**src/rtl/pc_fetch_sequencer_pkg.sv**
```systemverilog
// Shared types and constants for the LEGv8 fetch sequencer: FSM state
// encoding, datapath widths and the PC alignment helper.
package pc_fetch_sequencer_pkg;

  localparam int INSTR_W = 32;
  localparam int ADDR_W  = 64;
  localparam int ENTRY_W = ADDR_W + INSTR_W;
  localparam logic [ADDR_W-1:0] PC_INC = 64'd4;

  typedef enum logic [1:0] {
    S_RUN  = 2'd0,
    S_WAIT = 2'd1,
    S_DROP = 2'd2
  } fetch_state_e;

  function automatic logic [ADDR_W-1:0] align_pc(input logic [ADDR_W-1:0] pc);
    return {pc[ADDR_W-1:2], 2'b00};
  endfunction

endpackage

```
**src/rtl/pc_fetch_sequencer_checker.sv**
```systemverilog
// Protocol checker: a response with nothing outstanding and no pending
// stale response is a memory-side protocol error.
module pc_fetch_sequencer_checker
  import pc_fetch_sequencer_pkg::*;
(
  input logic         i_clk,
  input logic         i_rst,
  input fetch_state_e i_state,
  input logic         i_resp_valid,
  input logic         i_drop
);

  a_no_resp_in_run: assert property (@(posedge i_clk) disable iff (i_rst)
    !((i_state == S_RUN) && i_resp_valid && !i_drop));

endmodule

```
**src/rtl/pc_fetch_sequencer_fetch_buffer.sv**
```systemverilog
// fetch_buffer: small synchronous FIFO of {pc, instr} entries between the
// instruction-memory response and the IF/ID register; clear empties it at once.
module fetch_buffer #(
  parameter int DEPTH = 2,
  parameter int WIDTH = 96
) (
  input  logic                       i_clk,
  input  logic                       i_rst,
  input  logic                       i_clear,
  input  logic                       i_push,
  input  logic                       i_pop,
  input  logic [WIDTH-1:0]           i_data,
  output logic [WIDTH-1:0]           o_head,
  output logic [$clog2(DEPTH+1)-1:0] o_count
);

  localparam int PTR_W = $clog2(DEPTH);
  localparam int CNT_W = $clog2(DEPTH + 1);

  logic [WIDTH-1:0] r_mem [DEPTH];
  logic [PTR_W-1:0] r_rd_ptr;
  logic [PTR_W-1:0] r_wr_ptr;
  logic [CNT_W-1:0] r_count;
  logic             w_full;
  logic             w_empty;
  logic             w_do_push;
  logic             w_do_pop;

  assign w_full    = (r_count == CNT_W'(DEPTH));
  assign w_empty   = (r_count == CNT_W'(0));
  assign w_do_pop  = i_pop && !w_empty;
  assign w_do_push = i_push && (!w_full || w_do_pop);
  assign o_head    = r_mem[r_rd_ptr];
  assign o_count   = r_count;

  // Pointers wrap naturally because DEPTH is a power of two.
  always_ff @(posedge i_clk) begin
    if (i_rst || i_clear) begin
      r_rd_ptr <= PTR_W'(0);
      r_wr_ptr <= PTR_W'(0);
      r_count  <= CNT_W'(0);
    end else begin
      if (w_do_push) r_wr_ptr <= r_wr_ptr + PTR_W'(1);
      if (w_do_pop)  r_rd_ptr <= r_rd_ptr + PTR_W'(1);
      if (w_do_push && !w_do_pop) begin
        r_count <= r_count + CNT_W'(1);
      end else if (w_do_pop && !w_do_push) begin
        r_count <= r_count - CNT_W'(1);
      end
    end
  end

  always_ff @(posedge i_clk) begin
    if (w_do_push && !i_clear && !i_rst) r_mem[r_wr_ptr] <= i_data;
  end

endmodule

```
**src/rtl/pc_fetch_sequencer.sv**
```systemverilog
// pc_fetch_sequencer: owns the fetch PC, keeps one instruction-memory request
// in flight and buffers returned words toward IF/ID; redirects squash the old path.
module pc_fetch_sequencer
  import pc_fetch_sequencer_pkg::*;
#(
  parameter logic [63:0] RESET_PC  = 64'h0,
  parameter int          BUF_DEPTH = 2
) (
  input  logic        CLK,
  input  logic        Reset,
  input  logic        RedirValid,
  input  logic [63:0] RedirPC,
  input  logic        IFStall,
  output logic        ImemReq,
  output logic [63:0] ImemAddr,
  input  logic        ImemReady,
  input  logic        ImemRespValid,
  input  logic [31:0] ImemRespData,
  output logic        IFValid,
  output logic [31:0] IFInstr,
  output logic [63:0] IFPC,
  output logic        FlushIFID
);

  localparam int CNT_W = $clog2(BUF_DEPTH + 1);

  fetch_state_e       r_state;
  fetch_state_e       w_state_nxt;
  logic [ADDR_W-1:0]  r_pc;
  logic [ADDR_W-1:0]  r_fetch_pc;
  logic               r_drop;
  logic               r_rst_q;
  logic [CNT_W-1:0]   w_count;
  logic [ENTRY_W-1:0] w_head;
  logic               w_resp_live;
  logic               w_room;
  logic               w_handshake;
  logic               w_push;
  logic               w_pop;

  // A response is ours only when no stale, pre-reset response is still owed.
  assign w_resp_live = ImemRespValid && !r_drop;
  assign w_room      = (w_count < CNT_W'(BUF_DEPTH));
  assign ImemReq     = (r_state == S_RUN) && !RedirValid && w_room && !r_drop && !r_rst_q && !Reset;
  assign ImemAddr    = r_pc;
  assign w_handshake = ImemReq && ImemReady;
  assign w_push      = (r_state == S_WAIT) && w_resp_live && !RedirValid;
  assign IFValid     = (w_count != CNT_W'(0)) && !RedirValid;
  assign w_pop       = IFValid && !IFStall;
  assign FlushIFID   = RedirValid;
  assign IFPC        = w_head[ENTRY_W-1 -: ADDR_W];
  assign IFInstr     = w_head[INSTR_W-1:0];

  fetch_buffer #(
    .DEPTH (BUF_DEPTH),
    .WIDTH (ENTRY_W)
  ) u_fetch_buffer (
    .i_clk   (CLK),
    .i_rst   (Reset),
    .i_clear (RedirValid),
    .i_push  (w_push),
    .i_pop   (w_pop),
    .i_data  ({r_fetch_pc, ImemRespData}),
    .o_head  (w_head),
    .o_count (w_count)
  );

  // Next-state logic; a redirect only matters while a wrong-path request is in flight.
  always_comb begin
    w_state_nxt = r_state;
    case (r_state)
      S_RUN: begin
        if (w_handshake) w_state_nxt = S_WAIT;
        else             w_state_nxt = S_RUN;
      end
      S_WAIT: begin
        if (w_resp_live)     w_state_nxt = S_RUN;
        else if (RedirValid) w_state_nxt = S_DROP;
        else                 w_state_nxt = S_WAIT;
      end
      S_DROP: begin
        if (w_resp_live) w_state_nxt = S_RUN;
        else             w_state_nxt = S_DROP;
      end
      default: w_state_nxt = S_RUN;
    endcase
  end

  always_ff @(posedge CLK) begin
    if (Reset) begin
      r_state    <= S_RUN;
      r_pc       <= align_pc(RESET_PC);
      r_fetch_pc <= align_pc(RESET_PC);
      r_rst_q    <= 1'b1;
    end else begin
      r_state <= w_state_nxt;
      r_rst_q <= 1'b0;
      if (RedirValid) begin
        r_pc <= align_pc(RedirPC);
      end else if (w_handshake) begin
        r_pc       <= r_pc + PC_INC;
        r_fetch_pc <= r_pc;
      end
    end
  end

  // Remember across reset that the memory still owes one response we must eat.
  always_ff @(posedge CLK) begin
    if (Reset) begin
      r_drop <= r_drop ? !ImemRespValid : ((r_state != S_RUN) && !ImemRespValid);
    end else if (r_drop && ImemRespValid) begin
      r_drop <= 1'b0;
    end
  end

  pc_fetch_sequencer_checker u_checker (
    .i_clk        (CLK),
    .i_rst        (Reset),
    .i_state      (r_state),
    .i_resp_valid (ImemRespValid),
    .i_drop       (r_drop)
  );

endmodule

```
**config.mk**
```make
export PLATFORM = sky130hd
export DESIGN_NAME = pc_fetch_sequencer
export DESIGN_NICKNAME = d
export VERILOG_FILES = /design/src/rtl/pc_fetch_sequencer_pkg.sv /design/src/rtl/pc_fetch_sequencer_checker.sv /design/src/rtl/pc_fetch_sequencer_fetch_buffer.sv /design/src/rtl/pc_fetch_sequencer.sv
export SDC_FILE = /design/constraint.sdc
export NUM_CORES = 1
export LEC_CHECK = 0
export CAP_MARGIN = 5
export CORE_MARGIN = 2
export CORE_UTILIZATION = 45
export CTS_BUF_LIST = sky130_fd_sc_hd__clkbuf_4
export DETAILED_ROUTE_END_ITERATION = 7
export PLACE_DENSITY_LB_ADDON = 0.08
export SETUP_SLACK_MARGIN = 0.3
export SLEW_MARGIN = 20
export SYNTH_ARGS = -nofsm -noshare
export SYNTH_HDL_FRONTEND = slang
export SYNTH_SLANG_ARGS = --single-unit
export TNS_END_PERCENT = 10
```
**constraint.sdc**
```tcl
create_clock -name CLK -period 14.9 [get_ports CLK]
set_input_delay 2.98 -clock CLK [delete_from_list [all_inputs] [get_ports CLK]]
set_output_delay 2.98 -clock CLK [all_outputs]
set_load 0.005 [all_outputs]
```
==> results.toml, run 1 <==
[clock_network]
clock_sinks = 321
clk_pin_slew_ns = 0.06
clockRootBuffer = "clkbuf_4"
clock_latency_ns = 0.72
holdBufCountCts = 0
cts_buffer_depth = 3
cts_post_setup_buffers_inserted = 0
cts.htree.levels = 3
cts-resized-gates = 0
cts_buffers = 83
cts_tree = "yes"

[synth]
synth_area_leader_cell = "edfxtp_1"
avgSynthCellArea_um2 = 11.5
synth-edff-count = 189
synth_seq_cells = 321
synth.most_common_cell = "nand2_1"
syn_area_um2 = 13400
async_flop_share_pct = 0
synthTopCellsByCount = "nand2_1, edfxtp_1, dfxtp_1"
yosysSeqAreaShare_pct = 62.1
synth_top_family_by_area = "simple AND/OR/NAND/NOR gates"
synthTopCellsByArea = "edfxtp_1, dfxtp_1, mux2_2"
yosys.area_share.simple_pct = 16.1
synthAdderAreaFrac_pct = 0.187
yosysWarnings = 0
synth_cell_types = 62
synth_compound_area_share_pct = 9.58
synthFlopType = "edfxtp_1"
muxShareOfSynthArea_pct = 9.08
synthCells = 1163
synth_top_area_share_pct = 42.4
synth_xor_area_share_pct = 0.262

[setup_path]
rr_startpoint = "r_state[0]$_SDFF_PP0_"
critPathCapture = "ImemReq"
r2r_cells = 5
worst-setup-path-type = "in -> out"
cp_cell_sequence = "buf_4 > or4_1 > nor2_1 > clkdlybuf4s50_1"
end_kind = "output port"
worstPathRequired_ns = 11.92
slowest_stage = "or4_1"
crit_arrival_ns = 4.59
cp_max_fo = 52
crit-reg2reg-capture = "u_fetch_buffer.r_mem[1][36]$_DFFE_PP_"
startpoint_type = "input port"
ff2ff_setup_slack_ns = 12.06
slowest_delay_ns = 0.65
cp-startpoint = "Reset"

[timing]
rsz0062_at_grt = "no"
min_period_ns = 7.57
fin_crit_sh_pct = 50.8
worst_slew_pin_slew_ns = 0.968
slew_headroom_pct = 34.9
setup_tns_ns = 0
clock.fmax_mhz = 132
fin_skew_ns = 0.0505
hold_violations = 0
setup-violations-final = 0
drv_slew = 0

[routing]
viasPerCell = 5.58
postRouteAntennaNets = 0
drc = 0
drtIter0Drc = 705
routed_wl_mm = 37.5
dr.pass1.iters = 5
vias = 10600
wl_per_cell_um = 19.6

[hold_path]
hold_class = "reg -> reg"

[global_routing]
grt-ovfl-total = 0
grt.total_usage_pct = 23.4
antenna_found_initial = 1
grt_max_degree = 80
grt_pass1_wl_mm = 56.6
grt_pass1_vias = 10100

[pwr]
p_leak_nw = 5.64
p_int_mw = 1.43
netSwitchingPower_mw = 0.423
cellPowerDensity_nw_per_um2 = 106
switching_share_pct = 22.8
ir_drop_mv = 0.0575
combPwrFrac_pct = 5.5
clkPwrFrac_pct = 42.5
seqPwrFrac_pct = 52.1

[floorplanning]
die_width_um = 177
die-area_um2 = 31200
num_io_pins = 265
core_um2 = 29500
die_y_um = 177
start_util_pct = 45.4
num_rows = 63

[place]
gp_congestion = 0.815
dp.cells = 1756
port_buffers = 258
dpl.hpwl_mm = 23.7
dpl-instance-area_um2 = 16300

[layout]
drive_gt1_share_pct = 18.5
finalNetCount = 1555
postLayoutCellArea_um2 = 17500
final_cells = 1909
area_growth_pct = 30.4

[run]
drv_cap = 0

[outcome]
status = "complete, no violations"
-- how the worst min path moves through the flow --
stage / startpoint / endpoint / slack [ns] / cells after the start
after global routing: r_fetch_pc[3]$_SDFFE_PP0P_ / u_fetch_buffer.r_mem[0][35]$_DFFE_PP_ / 0.45 / 0
final: r_fetch_pc[3]$_SDFFE_PP0P_ / u_fetch_buffer.r_mem[0][35]$_DFFE_PP_ / 0.43 / 0
after CTS: r_fetch_pc[43]$_SDFFE_PP0P_ / u_fetch_buffer.r_mem[1][75]$_DFFE_PP_ / 0.43 / 0
after global placement: r_fetch_pc[59]$_SDFFE_PP0P_ / u_fetch_buffer.r_mem[0][91]$_DFFE_PP_ / 0.43 / 0
after floorplan: r_fetch_pc[2]$_SDFFE_PP0P_ / u_fetch_buffer.r_mem[0][34]$_DFFE_PP_ / 0.43 / 0
after detailed placement: r_fetch_pc[13]$_SDFFE_PP0P_ / u_fetch_buffer.r_mem[0][45]$_DFFE_PP_ / 0.44 / 0
-- metal layers --
| metal | up-vias | routed length (µm) | global-route usage [%] |
|---|---|---|---|
| met3 | 59 | 2930 | 5.30 |
| met5 | - | 0 | 0 |
| met2 | 429 | 17000 | 35.9 |
| met4 | 0 | 895 | 9.23 |
| li1 | 5014 | - | - |
| met1 | 5144 | 16700 | 32.4 |
-- critical path, delay by kind of cell --
| family | cells | cell delay (ns) |
|---|---|---|
| buf+inv | 2 | 0.80 |
| simple gates | 2 | 0.80 |
-- metrics by stage --
step	power (mW)	utilization, %	hold slack (ns)	worst slack [ns]
5_1_grt	1.94	59.3	0.451	7.28
6_report	1.86	59.3	0.430	7.33
4_1_cts	1.88	59.2	0.429	7.32
3_5_place_dp	1.09	55.4	0.437	7.33
3_3_place_gp	1.09	55.3	0.429	7.33
2_1_floorplan	1.02	-	0.425	4.11
-- kinds of logic (layout without fill, tap and decap cells) --
kind of cell    Yosys count  in the layout
buf+inv                  84            435
fa+ha+maj                 2              2
other cells               1              6
xor+xnor                  4              4
flops                   321            321
compound gates          209            209
mux                     109            109
simple gates            433            433
-- area by class of cell --
| cell class | count | area (µm²) |
|---|---|---|
| fillers | 2532 | 12000 |
| flip-flops and latches | 321 | 8320 |
| multi-input cells | 761 | 4760 |
| repair buffers | 277 | 2740 |
| clock buffers | 137 | 1030 |
| well taps | 390 | 488 |
| clock inverters | 14 | 103 |
| inverters | 7 | 26.3 |
| diodes | 2 | 5.00 |
-- power by group through the flow --
| stage | Sequential, mW | Clock, mW | Combinational (mW) |
|---|---|---|---|
| 6_report | 0.967 | 0.788 | 0.102 |
| 5_1_grt | 0.969 | 0.859 | 0.109 |
| 4_1_cts | 0.966 | 0.810 | 0.102 |
| 3_5_place_dp | 0.985 | 0 | 0.102 |
| 3_3_place_gp | 0.985 | 0 | 0.100 |
| 2_1_floorplan | 0.979 | 0 | 0.0382 |
-- flip-flops by register name, summed over array words and instances (netlist names), named ones only --
name / count
u_fetch_buffer.o_count: 2
r_state: 2
r_fetch_pc: 62
r_rst_q: 1
ImemAddr: 62
r_drop: 1
u_fetch_buffer.r_mem: 188
u_fetch_buffer.r_rd_ptr: 1
u_fetch_buffer.r_wr_ptr: 1
-- cell usage in the layout, fill, tap and decap left out, types with 14 or more instances in the layout --
cell	instances
a21oi_1	101
edfxtp_1	189
o21ai_0	23
nand4_1	28
buf_4	19
a31oi_1	26
clkbuf_4	137
or4_1	14
and4_1	16
nand3_1	43
mux2_2	100
nor2_1	35
dfxtp_1	131
nand2_1	192
and3_1	20
nor3_1	16
nor4_1	17
clkdlybuf4s50_1	256
Note: power is estimated with default switching activity, not from simulation.
==> run 2: changes to the inputs <==
clock period = 7.6 ns   (was 14.9 ns; I/O delays follow)
==> run 2 against run 1 <==
Routed wire length shrank 0.74%. Clock power grew 100%. Power grew 98%. Sequential power grew 96%. Clock skew shrank 0.0012 ns. Combinational power grew 95%. Critical path depth is the same. Sequential cell count is the same. Non-clock buffer count is the same. Via count shrank 0.31%. Hold slack gained 0.00073 ns. Largest power group unchanged.
==> results.toml, run 2 (synthesized netlist as in run 1, its figures left out) <==
[outcome]
status = "complete, no violations"

[place]
dp.cells = 1755
port_buffers = 258
gp_congestion = 0.864
dpl-instance-area_um2 = 16300
dpl.hpwl_mm = 23.7

[pwr]
cellPowerDensity_nw_per_um2 = 210
p_leak_nw = 5.66
ir_drop_mv = 0.107

[layout]
finalNetCount = 1556
final_core_util_pct = 59.4
area_growth_pct = 30.7
final_common_cell = "clkdlybuf4s50_1"
largest_reg_flops = 188
regMostFlops = "u_fetch_buffer.r_mem"
fillers = 2547
final_cells = 1914
postLayoutCellArea_um2 = 17500
drive_gt1_share_pct = 18.9
final_cell_mix = "clkdlybuf4s50_1, nand2_1, edfxtp_1"

[timing]
min_period_ns = 4.94
drv_slew = 0
setup-violations-final = 0
setup_tns_ns = 0
clock.fmax_mhz = 202
hold_violations = 0
slew_headroom_pct = 26.0
fin_skew_ns = 0.0493
fin_crit_sh_pct = 65.0
worst_slew_pin_slew_ns = 1.10
hold_ws_ns = 0.431
rsz0062_at_grt = "no"

[routing]
viasPerCell = 5.54
vias = 10600
dr.pass1.iters = 5
wl_per_cell_um = 19.4
routed_wl_mm = 37.2
postRouteAntennaNets = 0
drtIter0Drc = 720
drc = 0

[clock_network]
clock_sinks = 321
cts_post_setup_buffers_inserted = 0
holdBufCountCts = 0
clock_latency_ns = 0.71
clk_pin_slew_ns = 0.07
cts_tree = "yes"
cts-resized-gates = 0
cts_buffer_depth = 3
clockRootBuffer = "clkbuf_4"
cts_buffers = 84
cts.htree.levels = 3

[floorplanning]
num_rows = 63
die_width_um = 177
die_y_um = 177
core_um2 = 29500
start_util_pct = 45.4
die-area_um2 = 31200
num_io_pins = 265

[hold_path]
hold_class = "reg -> reg"

[setup_path]
cp_max_fo = 46
worst-setup-path-type = "in -> out"
slowest_delay_ns = 0.76
slowest_stage = "or4_1"
startpoint_type = "input port"
worstPathRequired_ns = 6.08
crit_arrival_ns = 3.42
end_kind = "output port"
cp_cell_sequence = "buf_2 > or4_1 > nor2_1 > clkdlybuf4s50_1"

[global_routing]
grt_max_degree = 82
grt_pass1_vias = 10200
grt_pass1_wl_mm = 56.2
antenna_found_initial = 1
grt.total_usage_pct = 23.4
grt-ovfl-total = 0

[run]
drv_cap = 0
## run 2: changes by cell type in the layout (fill, tap and decap cells not counted), sizes merged
cell / before / now
clkbuf: 137 / 145
clkinv: 11 / 7
clkinvlp: 1 / 2
## run 2: worst paths after layout
path,cells after the start,slack (ns),from,to
min,0,0.43,r_fetch_pc[16]$_SDFFE_PP0P_,u_fetch_buffer.r_mem[0][48]$_DFFE_PP_
max reg2reg,6,4.64,r_drop$_SDFFCE_PN0P_,ImemAddr[25]$_SDFFE_PP0P_
max,4,2.66,RedirValid,ImemReq
min reg2reg,0,0.43,r_fetch_pc[16]$_SDFFE_PP0P_,u_fetch_buffer.r_mem[0][48]$_DFFE_PP_
## run 2: power breakdown
| part | total (mW) | switching, mW | internal [mW] |
|---|---|---|---|
| logic | 0.199 | 0.0895 | 0.109 |
| clock network | 1.58 | 0.696 | 0.888 |
| registers | 1.90 | 0.0443 | 1.85 |
| total | 3.68 | 0.830 | 2.85 |
## run 2: area by class of cell
cell class | instances | area (µm²) | area share (%)
diodes | 2 | 5.00 | 0.0286
clock buffers | 145 | 1090 | 6.22
clock inverters | 11 | 80.1 | 0.457
inverters | 7 | 26.3 | 0.150
multi-input cells | 761 | 4770 | 27.2
flip-flops and latches | 321 | 8320 | 47.5
well taps | 390 | 488 | 2.79
repair buffers | 277 | 2740 | 15.6
## run 2: critical path: cells and delay by family
kind,cells,cell delay (ns)
buffers and inverters,2,0.96
AND/OR/NAND/NOR,2,0.93
## run 2: metrics by stage
stage	power, mW	setup slack, ns
after floorplan	1.99	1.15
after global placement	2.13	2.70
after detailed placement	2.13	2.66
after CTS	3.72	2.69
after global routing	3.84	2.54
final	3.68	2.66
## run 2: metal layers
layer | GRT usage (%) | up-vias | routed length [µm]
met1 | 31.3 | 5085 | 16000
li1 | - | 5014 | -
met3 | 6.12 | 66 | 3210
met5 | 0 | - | 0
met4 | 8.02 | 0 | 877
met2 | 37.1 | 448 | 17100
